===== config.mk =====
export PLATFORM = sky130hd
export DESIGN_NAME = rgb_lcd_driver
export DESIGN_NICKNAME = d
export VERILOG_FILES = /design/src/rtl/rgb_lcd_driver.sv
export SDC_FILE = /design/constraint.sdc
export NUM_CORES = 1
export LEC_CHECK = 0
export ABC_AREA = 1
export ABC_CLOCK_PERIOD_IN_PS = 1400
export BUFFER_PORTS_ARGS = -buffer_cell sky130_fd_sc_hd__buf_2
export CAP_MARGIN = 25
export CORE_MARGIN = 4
export CORE_UTILIZATION = 25
export DETAILED_ROUTE_END_ITERATION = 12
export SLEW_MARGIN = 40
export SYNTH_ARGS = -nofsm -noshare
export SYNTH_HDL_FRONTEND = slang
export SYNTH_SLANG_ARGS = --single-unit

===== constraint.sdc =====
create_clock -name lcd_clk -period 1.4 [get_ports lcd_clk]
set_input_delay 0.07 -clock lcd_clk [delete_from_list [all_inputs] [get_ports lcd_clk]]
set_output_delay 0.07 -clock lcd_clk [all_outputs]
set_load 0.02 [all_outputs]

===== src/rtl/rgb_lcd_driver.sv =====
// Timing generator and pixel sink for an RGB565 LCD panel.
// Requests pixel coordinates one clock ahead of DE so a registered source lines up with DE.
module rgb_lcd_driver #(
    parameter logic [10:0] H_SYNC  = 11'd128,
    parameter logic [10:0] H_BACK  = 11'd88,
    parameter logic [10:0] H_DISP  = 11'd800,
    parameter logic [10:0] H_FRONT = 11'd40,
    parameter logic [10:0] V_SYNC  = 11'd2,
    parameter logic [10:0] V_BACK  = 11'd33,
    parameter logic [10:0] V_DISP  = 11'd480,
    parameter logic [10:0] V_FRONT = 11'd10
) (
    input  logic        lcd_clk,
    input  logic        sys_rst_n,
    input  logic [15:0] pixel_data,
    output logic [10:0] pixel_xpos,
    output logic [10:0] pixel_ypos,
    output logic        lcd_hs,
    output logic        lcd_vs,
    output logic        lcd_de,
    output logic [15:0] lcd_rgb,
    output logic        lcd_bl,
    output logic        frame_start,
    output logic [7:0]  frame_cnt
);

    localparam logic [10:0] H_TOTAL     = H_SYNC + H_BACK + H_DISP + H_FRONT;
    localparam logic [10:0] V_TOTAL     = V_SYNC + V_BACK + V_DISP + V_FRONT;
    localparam logic [10:0] H_MAX       = H_TOTAL - 11'd1;
    localparam logic [10:0] V_MAX       = V_TOTAL - 11'd1;
    localparam logic [10:0] H_ACT_START = H_SYNC + H_BACK;
    localparam logic [10:0] H_ACT_END   = H_SYNC + H_BACK + H_DISP;
    localparam logic [10:0] H_REQ_START = H_ACT_START - 11'd1;
    localparam logic [10:0] H_REQ_END   = H_ACT_END - 11'd1;
    localparam logic [10:0] V_ACT_START = V_SYNC + V_BACK;
    localparam logic [10:0] V_ACT_END   = V_SYNC + V_BACK + V_DISP;

    typedef enum logic {BL_OFF = 1'b0, BL_ON = 1'b1} bl_state_t;

    logic [10:0] h_cnt;
    logic [10:0] v_cnt;
    logic        frame_wrap;
    logic        frame_wrap_d;
    logic        h_act;
    logic        h_req;
    logic        v_act;
    logic        data_req;
    bl_state_t   bl_state;

    assign frame_wrap = (h_cnt == H_MAX) && (v_cnt == V_MAX);

    always_ff @(posedge lcd_clk or negedge sys_rst_n) begin
        if (!sys_rst_n) begin
            h_cnt <= 11'd0;
            v_cnt <= 11'd0;
        end else if (h_cnt == H_MAX) begin
            h_cnt <= 11'd0;
            v_cnt <= (v_cnt == V_MAX) ? 11'd0 : v_cnt + 11'd1;
        end else begin
            h_cnt <= h_cnt + 11'd1;
        end
    end

    always_ff @(posedge lcd_clk or negedge sys_rst_n) begin
        if (!sys_rst_n) begin
            frame_cnt    <= 8'd0;
            frame_wrap_d <= 1'b0;
        end else begin
            frame_wrap_d <= frame_wrap;
            if (frame_wrap)
                frame_cnt <= frame_cnt + 8'd1;
        end
    end

    // Backlight stays dark until the first frame has been fully scanned out,
    // so whatever the panel shows before a clean frame is never visible.
    always_ff @(posedge lcd_clk or negedge sys_rst_n) begin
        if (!sys_rst_n) begin
            bl_state <= BL_OFF;
            lcd_bl   <= 1'b0;
        end else begin
            case (bl_state)
                BL_OFF: begin
                    if (frame_wrap_d) begin
                        bl_state <= BL_ON;
                        lcd_bl   <= 1'b1;
                    end
                end
                BL_ON: begin
                    bl_state <= BL_ON;
                    lcd_bl   <= 1'b1;
                end
                default: begin
                    bl_state <= BL_OFF;
                    lcd_bl   <= 1'b0;
                end
            endcase
        end
    end

    assign h_act    = (h_cnt >= H_ACT_START) && (h_cnt < H_ACT_END);
    assign h_req    = (h_cnt >= H_REQ_START) && (h_cnt < H_REQ_END);
    assign v_act    = (v_cnt >= V_ACT_START) && (v_cnt < V_ACT_END);
    assign data_req = sys_rst_n && h_req && v_act;

    // Outputs are gated by reset so they take their idle values asynchronously.
    assign lcd_hs      = !(sys_rst_n && (h_cnt < H_SYNC));
    assign lcd_vs      = !(sys_rst_n && (v_cnt < V_SYNC));
    assign lcd_de      = sys_rst_n && h_act && v_act;
    assign lcd_rgb     = lcd_de ? pixel_data : 16'h0000;
    assign frame_start = sys_rst_n && (h_cnt == 11'd0) && (v_cnt == 11'd0);
    assign pixel_xpos  = data_req ? (h_cnt - H_REQ_START) : 11'd0;
    assign pixel_ypos  = data_req ? (v_cnt - V_ACT_START) : 11'd0;

endmodule


==> impl_metrics.csv <==
group,metric,value,unit
pwr,seq_power_share,0.469,
yosys,synth.yosys.seq_area_share,0.301,
pwr,pwr-share-comb,0.047,
timing,maxSlewHeadroom,0.716,
pwr,power_density,382,nW/µm²
yosys,postSynth.topFlopCell,"dfrtp_1",
timing,timing.final.crit_share,1.41,
clock_tree,clock_tree_root_driver_cell,"clkbuf_8",
floorplanning,floorplan.io_pins,69,
timing,setup-violations-final,68,
pwr,p_leak,2.69,nW
critical_path,crit_path_to,"pixel_ypos[7]",
critical_path,required,1330,ps
yosys,syn_inst,372,
floorplanning,core_box_area,10500,µm²
clock_tree,h-tree-depth,2,
timing,rsz0062_at_grt,"true",
floorplanning,die-area,12700,µm²
critical_path,critical_path.slowest_cell,"dfrtp_1",
yosys,netlist.area_leader.share,0.301,
yosys,ys_top_cells_by_area,"dfrtp_1 30%, nand2_1 10%, xor2_1 8.3%, inv_1 6.0%, nor2_1 5.8%",
place,buffer_ports.inserted,68,
critical_path,critical_path.startpoint_type,"register",
detailed_routing,drc,0,
critical_path,path_delay_family,"simple AND/OR/NAND/NOR gates",
min_path,hold_path.class,"in2async",
clock_tree,worst_skew_pair.late_latency,290,ps
timing,worst-slew-pin-transition,426,ps
yosys,ys_types,35,
critical_path,r2r_end,"frame_cnt[3]",
yosys,leading_area_contributor_after_synthesis,"dfrtp_1",
place,detailed_place_hpwl,6270,µm
layout,fillCellCount,928,
clock_tree,numCtsBuffers,5,
grt,grt_antenna_before_repair,0,
critical_path,worstSetupPathType,"reg2out",
yosys,syn_nets,395,
critical_path,timing.critical_path.arrival,1910,ps
grt,first_pass_grt_wire_length,15100,µm
critical_path,crit_chain,"inv_2 > nand2_1 > nor2_1 > nand3_1 > nand2_2 > nor2_4 > nand2_4 > clkbuf_16 > nor2_4 > buf_6",
layout,share_of_post_route_cells_with_drive_strength_above_1,0.649,
yosys,synth.most_common_cell,"nand2_1",
layout,multiInputGateArea,2190,µm²
critical_path,regToRegSetupSlack,-520,ps
yosys,synth.ff_latch_count,33,
critical_path,crit_cells,10,
detailed_routing,vias,3174,
status,run_status,"complete, but fails checks",
critical_path,worstReg2RegStart,"v_cnt[0]",
detailed_routing,final_antenna_net_count,0,
layout,syn_to_final_growth,94.2,%
layout,ff_latch_area,838,µm²
timing,f_max,0.505,GHz
pwr,switching_share,0.230,
pwr,power.share.clock,0.485,
yosys,netlist_area,2740,µm²
clock_tree,clock_path_buffers,2,
critical_path,cp-startpoint,"v_cnt[10]",
timing,finalHoldViolCount,0,
yosys,postSynth.asyncResetShare,1.00,
layout,final_nets,592,
detailed_routing,postRouteWirelength,9770,µm
floorplanning,die_height,113,µm
detailed_routing,detail_route.vias_per_cell,4.50,
detailed_routing,detailedRoute.firstIterationViolations,84,
critical_path,worstPathBufferInverterCount,3,
run,drv_cap,0,
yosys,per_instance_average_area_after_synthesis,7.37,µm²
pwr,total_power,0.00203,W
timing,worst_clock_skew,6.66,ps
critical_path,max_stage_delay,410,ps
critical_path,crit_path_max_fanout,5,
pwr,vdd_drop_max,490,µV
clock_tree,clock-sinks,33,
place,final_gp_congestion,0.879,
timing,timing.final.ws_setup,-581,ps
clock_tree,clock_tree_from_tritoncts,"built",
timing,period_minus_slack,1980,ps
critical_path,crit_path_end_kind,"output port",
layout,final_core_utilization,0.507,
grt,grt_usage,0.142,
yosys,yosysWarningCount,0,
status,violations_in_the_final_reports,"setup timing",
grt,grt-ovfl-total,0,
pwr,switchingPower,0.000466,W
yosys,edff_count_synth,0,
critical_path,reg2reg_depth,14,
pwr,p_int,0.00157,W
detailed_routing,post_drt_wl_per_cell,13.8,µm
detailed_routing,drt_pass1_iterations,5,
yosys,netlist_top_cells_count,"76 x nand2_1, 44 x inv_1, 42 x nor2_1, 33 x dfrtp_1",
clock_tree,clkSlewWorstSetupHoldPaths,80,ps
grt,grt_max_degree,32,
layout,n_antenna_cell,0,
critical_path,critical_path_most_common_cell,"nor2_4",
timing,maxSlewViolCount,0,
floorplanning,rows,37,
grt,grt_pass1_vias,3245,
floorplanning,initial_utilization,0.261,
floorplanning,fp.dieW,113,µm
==> stage by stage <==
step	setup TNS (ps)	std cells	area [µm²]	hold slack, ps	setup WS, ps
6_report	-30020	706	5330	32.1	-581
5_1_grt	-35550	706	5330	90.2	-667
4_1_cts	-23730	690	4840	62.5	-581
3_5_place_dp	-16300	656	4020	58.5	-317
3_3_place_gp	-13500	656	4020	53.6	-282
2_1_floorplan	-4190	372	2940	-226	-104
==> power by group through the flow <==
stage               Sequential [W]  Combinational, W  Clock (W)
floorplan                 0.000971         0.0000252          0
global placement          0.000971         0.0000806          0
detailed placement        0.000971         0.0000820          0
CTS                       0.000952         0.0000924   0.000992
global route              0.000952          0.000106    0.00104
finish                    0.000952         0.0000951   0.000985
==> worst register-to-register path, delay by kind of cell, from the launching register on <==
| kind | cells | cell delay (ps) |
|---|---|---|
| simple gates | 7 | 610 |
| fa+ha+maj | 1 | 140 |
| buf+inv | 6 | 610 |
| flops | 1 | 450 |
==> state kept, by name, summed over array words and instances, names as in the netlist <==
| signal | flops |
|---|---|
| v_cnt | 11 |
| h_cnt | 11 |
| frame_cnt | 8 |
| bl_state | 1 |
| frame_wrap_d | 1 |
| lcd_bl | 1 |
==> cell type report <==
class,instances,share of cell area
clock buffer,6,0.0155
clock inverter,2,0.00705
inverter,55,0.0449
multi-input combinational,275,0.411
sequential,33,0.157
tap,136,0.0320
timing repair buffer,198,0.329
timing repair inverter,1,0.00305
==> worst min path at each step <==
stage | startpoint | to | depth (start not counted)
floorplan | sys_rst_n | bl_state | 0
global placement | sys_rst_n | v_cnt[4] | 2
detailed placement | sys_rst_n | v_cnt[4] | 2
CTS | sys_rst_n | h_cnt[8] | 3
global route | sys_rst_n | h_cnt[8] | 3
finish | sys_rst_n | h_cnt[8] | 3
==> cells in the final DEF, fill, tap and decap left out, types with 12 or more instances in the layout <==
cell type and n:
buf_6 58, dfrtp_1 23, nand2_2 16, inv_2 13
nor2_4 50, buf_4 104, nor2_1 17, nand3_1 13
nand2_1 58, buf_2 26, xor2_1 23, inv_1 35
nor2_2 12
==> routing by layer <==
| layer | global-route usage | share of wire |
|---|---|---|
| met3 | 0.0316 | 0.050 |
| met1 | 0.170 | 0.41 |
| met5 | 0 | 0 |
| met4 | 0.0337 | 0.018 |
| met2 | 0.258 | 0.52 |
==> logic make-up after synthesis <==
logic type / Yosys count / synth area share
xor gates and xnor gates: 28 / 0.0895
and+or+nand+nor: 220 / 0.425
DFF: 33 / 0.301
adders and majority gates: 5 / 0.0228
AOI/OAI and AO/OA: 20 / 0.0402
buffers and inverters: 66 / 0.121
==> repair_timing <==
action / CTS / global route
endpoints found under the setup margin: 68 / 70
buffers inserted: 22 / 17
cloned: 4 / 1
hold buffers: 1 / 0
gates resized for setup: 152 / 86
pin swaps: 26 / 34
hold endpoints to repair: 2 / 0
(Power assumes the default switching activity.)
